--- src/rtl/reg_en_sequencer.sv ---
// Register-write-enable generator: decodes a register index into a registered one-hot
// enable and can walk a burst of consecutive registers (wrapping modulo N) with hold/abort.
module reg_en_sequencer #(
    parameter int unsigned SEL_W     = 3,
    parameter int unsigned MSB_FIRST = 1,
    localparam int unsigned N        = 2 ** SEL_W
) (
    input  logic             clock,
    input  logic             resetn,
    input  logic             en,
    input  logic [SEL_W-1:0] w,
    input  logic [SEL_W-1:0] len,
    input  logic             dir,
    input  logic             hold,
    input  logic             abort,
    output logic [N-1:0]     out,
    output logic             ready,
    output logic             busy,
    output logic             done
);

    typedef enum logic [0:0] {
        S_IDLE = 1'b0,
        S_RUN  = 1'b1
    } state_e;

    state_e           state_q;
    logic [SEL_W-1:0] idx_q;
    logic [SEL_W-1:0] rem_q;
    logic             dir_q;
    logic [N-1:0]     out_q;
    logic             done_q;

    logic [SEL_W-1:0] idx_d;
    logic [SEL_W-1:0] rem_d;
    logic [SEL_W-1:0] pos_c;
    logic [N-1:0]     onehot_c;

    // Next index wraps naturally because the index is exactly SEL_W bits wide.
    always_comb begin
        idx_d = dir_q ? (idx_q - SEL_W'(1)) : (idx_q + SEL_W'(1));
        rem_d = rem_q - SEL_W'(1);
    end

    // Index-to-line mapping; with MSB_FIRST index 0 lands on the top line.
    always_comb begin
        pos_c    = (MSB_FIRST != 0) ? ~idx_q : idx_q;
        onehot_c = '0;
        onehot_c[pos_c] = 1'b1;
    end

    always_ff @(posedge clock or negedge resetn) begin
        if (!resetn) begin
            state_q <= S_IDLE;
            idx_q   <= '0;
            rem_q   <= '0;
            dir_q   <= 1'b0;
            out_q   <= '0;
            done_q  <= 1'b0;
        end else begin
            case (state_q)
                S_IDLE: begin
                    out_q  <= '0;
                    done_q <= 1'b0;
                    if (en) begin
                        idx_q   <= w;
                        rem_q   <= len;
                        dir_q   <= dir;
                        state_q <= S_RUN;
                    end
                end
                S_RUN: begin
                    // Abort wins over hold and over the final step.
                    if (abort) begin
                        out_q   <= '0;
                        done_q  <= 1'b0;
                        state_q <= S_IDLE;
                    end else if (hold) begin
                        out_q  <= '0;
                        done_q <= 1'b0;
                    end else begin
                        out_q  <= onehot_c;
                        idx_q  <= idx_d;
                        rem_q  <= rem_d;
                        done_q <= (rem_q == '0);
                        if (rem_q == '0) begin
                            state_q <= S_IDLE;
                        end
                    end
                end
                default: begin
                    out_q   <= '0;
                    done_q  <= 1'b0;
                    state_q <= S_IDLE;
                end
            endcase
        end
    end

    assign out   = out_q;
    assign done  = done_q;
    assign ready = (state_q == S_IDLE);
    assign busy  = (state_q == S_RUN);

endmodule

--- config.mk ---
export PLATFORM = sky130hd
export DESIGN_NAME = reg_en_sequencer
export DESIGN_NICKNAME = d
export VERILOG_FILES = /design/src/rtl/reg_en_sequencer.sv
export SDC_FILE = /design/constraint.sdc
export NUM_CORES = 1
export LEC_CHECK = 0
export BUFFER_PORTS_ARGS = -buffer_cell sky130_fd_sc_hd__buf_2
export CAP_MARGIN = 20
export CELL_PAD_IN_SITES_DETAIL_PLACEMENT = 0
export CELL_PAD_IN_SITES_GLOBAL_PLACEMENT = 1
export CORE_MARGIN = 2
export CORE_UTILIZATION = 37
export DETAILED_ROUTE_END_ITERATION = 10
export PLACE_DENSITY_LB_ADDON = 0.1
export SYNTH_ARGS = -nofsm -noshare
export SYNTH_HDL_FRONTEND = slang
export SYNTH_SLANG_ARGS = --single-unit
--- constraint.sdc ---
create_clock -name clock -period 2.15 [get_ports clock]
set_clock_uncertainty 0.15 [all_clocks]
set_input_delay 0.1075 -clock clock [delete_from_list [all_inputs] [get_ports clock]]
set_output_delay 0.1075 -clock clock [all_outputs]
set_load 0.02 [all_outputs]
======== After elaboration in Yosys (flattened, before gate mapping) ========
Cells that the tools add are included.
operators by class
  $add $sub $neg .......................... 3
  $mul .................................... 0
  divide/modulo/power cells ............... 0
  magnitude comparators ................... 2
  eq/ne operators ......................... 3
  shift operators ......................... 0
  multiplexer cells ....................... 22
  bitwise operators ....................... 2
  reductions and logical operators ........ 4
operator list
  kind                 number
  $mux 3               7
  $mux 8               2
  $pmux 8 s2           1
  $pmux 3 s2           2
  $mux 1               7
  $ne 2x2->1 const B   3
  $sub 3x1->3 const B  2
  $lt 3x4->1 const B   1
  $pmux 1 s2           2
  $add 3x1->3 const B  1
  $demux 1 s3          1
  $ge 3x1->1 const B   1
  $logic_not 3->1      1
  $not 3->3            1
  $reduce_and 3->1     1
  $reduce_and 2->1     1
  $logic_and 1x1->1    1
  $not 1->1            1
storage, ports and cells
  bits in registers ....................... 17
  bits in latches ......................... 0
  bits in writable memories ............... 0
  memory bits (read-only) ................. 0
  logic and storage cells ................. 42
  memories ................................ 0

======== Depth between registers and ports, before layout ========
  depth in word-level cells ............... 8
  gate-level depth with buffers ........... 5
  depth with buffers taken out ............ 5

======== Worst setup path before layout ========
Ideal clock, no wire load.
  path kind ............................... reg2reg
  from .................................... reg idx_q[0]
  to ...................................... reg idx_q[2]
  library setup time ...................... 82 ps
  arrival time ............................ 1533 ps
  setup slack ............................. 385 ps
  cell stages (with the launch flop) ...... 6
  clock period less this slack ............ 1765 ps
  cells stage by stage .................... dfrtp_1 inv_1 fa_1 xor2_1 or3_1 a31oi_1
on the way
  cells in the longest elaborated chain, start to end .. 5
RTL lines
  element                                     RTL line  RTL
  start, declared                             28        logic [SEL_W-1:0] idx_q;
  start signal, assigned                      66        idx_q <= w;
  start signal, assigned                      83        idx_q <= idx_d;
  $add 3x1->3 or $sub 3x1->3 (tied branches)  41        idx_d = dir_q ? (idx_q - SEL_W'(1)) : (idx_q + SEL_W'(1));
  $mux 3 *                                    41
  $mux 3 *                                    78        end else if (hold) begin
  $mux 3 *                                    74        if (abort) begin
  $pmux 3 s2 *                                61        case (state_q)
Mark *: on every way between the ends. The rest lies on a longest branch, timed or not. The select of a mux whose other input is x is not followed.
A chain may end at the register's enable or synchronous reset.

======== Worst setup path in the final report ========
Ends and elaborated chain as after synthesis.

==> results.md <==
Pwr:
- VDD sags by at most 0.000399 V.
- In this run the static leakage power is 0.533 nW.
- The areal power density over the cells is 901 mW/mm2.

Yosys:
- The most frequent cell after synthesis is dfrtp_1.
- The register area share after synthesis is 52.3%.
- The cell type with the largest total area after synthesis is dfrtp_1.
- The share of flip-flops with an asynchronous set or reset is 100%.
- Counting every instance in the synthesized netlist gives 78.
- Among all flip-flop cells after synthesis, the most frequent one is dfrtp_1.
- The average instance area after synthesis is 10.4 um2.
- The area of the mapped netlist is 813 um2.
- The net count after synthesis is 93.
- Synthesis instantiated 27 different standard cells from the library.
- Counting flops and latches in the post-synthesis netlist gives 17.
- The synthesis warning total is 0.
- Ranked by total cell area, the synthesized netlist is headed by dfrtp_1, o211a_1, a21oi_1, inv_1, nand2_1.
- The commonest cells after synthesis are dfrtp_1, a21oi_1, inv_1, nand2_1, nor2_1.
- In this run, synthesis inferred 0 flip-flops with an integrated enable.
- The proportion of netlist area held by the largest area contributor is 52.3%.

Hold path:
- The class of the most critical hold timing path is in -> reg.

Clock tree:
- No sink is reached through more buffers than the 2 on the longest clock path.
- TritonCTS built the clock tree.
- The buffers inserted during post-CTS setup optimization is 0.
- The number of H-tree levels is 1.
- The number of sinks handled by clock tree synthesis is 17.
- The clock slew seen by the registers of the worst setup and hold paths is 0.09 ns.
- Clock tree synthesis selected as its root buffer the cell clkbuf_4.
- The clock insertion delay at the later pin of the skew report is 0.28 ns.
- TritonCTS created 3 clock buffers.
- Buffers inserted to repair hold after CTS numbered 4.
- The post-CTS resize count is 0.

STA:
- Adding up every negative setup slack in the final design gives 0 ns.
- The count of endpoints failing hold in the final timing report was 0.
- Setup repair after global routing left no endpoint under its margin.
- The smallest clock period supported by the final layout is computed as 1.90 ns.
- Setup violations remaining at the end of the flow were counted as 0.
- The max-slew violation count is 0.
- At the pin with the least slew margin, the transition time is 0.369 ns.
- The normalized max-slew margin is 75.4%.
- The maximum clock frequency is 527 MHz.
- The fraction of the cycle the final worst path needs is 88.3%.

Floorplan:
- The die covers 0.00259 mm2.
- The floorplan step set the die height to 50.9 um.
- The chip width is 50.9 um.
- The region available for standard cell placement spans 0.00202 mm2.
- The starting utilization of the core area is 40.2%.
- The initialized floorplan defines 16 standard-cell rows.
- The I/O pin count is 23.

Global route:
- The pin count of the biggest net entering global routing is 18.
- The number of antenna violations at the first check in global routing came to 0.
- The global-route usage over all layers is 14.4%.
- The via count of the first global-routing pass is 637.
- Global routing finished with a remaining overflow of 0.
- The global-route wire length before repair is 2750 um.

Placement:
- Buffers placed on the I/O ports in this run total 22.
- Once detailed placement completed, the half-perimeter wirelength came to 1200 um.
- The global placement routability congestion is 0.724.

Drt:
- The post-detailed-route count of antenna-violating nets is 0.
- The remaining routing DRC violations is 0.
- The number of DRC violations after detailed-routing iteration 0 is 7.
- The number of optimization iterations in the first detailed-route pass is 4.
- The via density per instance is 4.90.
- The routed wirelength normalized by instance count is 12.0 um.
- Across all layers, the routed design uses 656 vias.
- For this block, the routed nets add up to 1610 um of wire.

Finish:
- The number of antenna diodes is 0.
- The number of nets in the final layout is 123.
- Relative to the synthesized area, the layout overhead comes to 25.8%.
- The utilization after layout is 50.6%.
- The share of cells above drive strength 1 is 29.9%.

Worst setup path:
- Of all nets on the critical path, the largest fanout is 6.
- Walking the worst path, the cells encountered are inv_1 -> fa_1 -> xor2_1 -> or3_1 -> a31oi_1.
- The data arrival time of the critical path is 1.95 ns.
- Data on the critical path is required at its endpoint by 2.20 ns.
- Among all stages on the critical path, the largest delay is contributed by dfrtp_1.
- Among cell families on the critical path, the largest total delay comes from flip-flops.
- The highest cell delay on the worst timing path is 0.47 ns.
- Counting both buffers and inverters, the worst setup path holds a total of 1.
- The element type at the critical path end is a flip-flop.
- The worst setup path is of the reg -> reg kind.
- The worst setup path is launched from a flip-flop.

Run:
- Across the run, the number of max-cap violations was 0.

Outcome:
- The flow ran to the end, and the final reports show no timing, DRC or antenna violations.
-- registers in the layout, summed over array words and instances (netlist names) --
name and cells:
idx_q 3, dir_q 1, done 1, busy 1, rem_q 3, out 8
-- layout make-up --
class	instances	area [um2]
clock buffers	4	26.3
fillers	194	998
multi-input cells	52	354
flip-flops and latches	17	425
repair buffers	27	158
inverters	7	26.3
well taps	27	33.8
-- tightest hold or removal path: stages --
cell and delay [ns]:
buf_2 0.10, nand2_1 0.05, o211a_1 0.14, a21oi_1 0.03
-- stage by stage --
stage | setup slack [ns] | area [um2] | hold WS (ns) | power (mW) | std cells
global route | 0.164 | 1020 | 0.0253 | 1.01 | 134
finish | 0.252 | 1020 | 0.0187 | 0.922 | 134
global placement | 0.343 | 957 | -0.0995 | 0.751 | 126
CTS | 0.243 | 1020 | 0.00527 | 0.934 | 134
detailed placement | 0.274 | 957 | -0.106 | 0.760 | 126
floorplan | 0.385 | 813 | -0.338 | 0.663 | 78
-- where the power goes --
| part | leakage [nW] | switching, mW | total [mW] | internal [mW] |
|---|---|---|---|---|
| sequential | 0.218 | 0.0663 | 0.444 | 0.378 |
| clock | 0.0150 | 0.0919 | 0.164 | 0.0719 |
| combinational | 0.301 | 0.170 | 0.314 | 0.144 |
| total | 0.533 | 0.328 | 0.922 | 0.594 |
-- worst paths after layout --
kind	from	end	slack, ns	cells after the start
worst max-delay path	idx_q[0]$_DFFE_PN0P_	idx_q[2]$_DFFE_PN0P_	0.25	5
worst min-delay path	len[0]	rem_q[0]$_DFFE_PN0P_	0.02	4
worst max register to register	idx_q[0]$_DFFE_PN0P_	idx_q[2]$_DFFE_PN0P_	0.25	5
worst min register to register	rem_q[2]$_DFFE_PN0P_	done$_DFF_PN0_	0.36	1
max in group asynchronous	resetn	busy$_DFF_PN0_	1.47	2
min in group asynchronous	resetn	out[7]$_DFF_PN0_	0.12	2
-- logic make-up (layout without fill, tap and decap cells) --
family / count (synthesis) / in the layout / synth area share [%]
flops: 17 / 17 / 52.3
xor+xnor: 4 / 4 / 4.31
simple gates: 28 / 28 / 18.8
fa+ha+maj: 3 / 3 / 5.54
buf+inv: 9 / 38 / 4.15
mux: 1 / 1 / 1.38
compound gates: 16 / 16 / 13.5
-- placed cells by master (no fill, tap or decap), types with 2 or more instances in the layout --
master / count
ha_1: 2
nand2_1: 7
o211a_1: 4
buf_2: 22
nor2b_1: 3
inv_1: 7
clkbuf_4: 3
a21oi_1: 7
dlygate4sd3_1: 4
nor2_1: 7
xnor2_1: 3
a211oi_1: 2
dfrtp_1: 17
nor3_1: 3
-- metal layers --
metal / vias up / part of all wire [%] / wire length, um / GRT usage [%]
li1: 323 / - / - / -
met1: 308 / 43 / 702 / 16.5
met2: 19 / 50 / 802 / 25.0
met3: 6 / 3.9 / 63 / 2.63
met4: 0 / 2.9 / 46 / 8.11
met5: - / 0 / 0 / 0
Power figures use the tool's default switching activity.
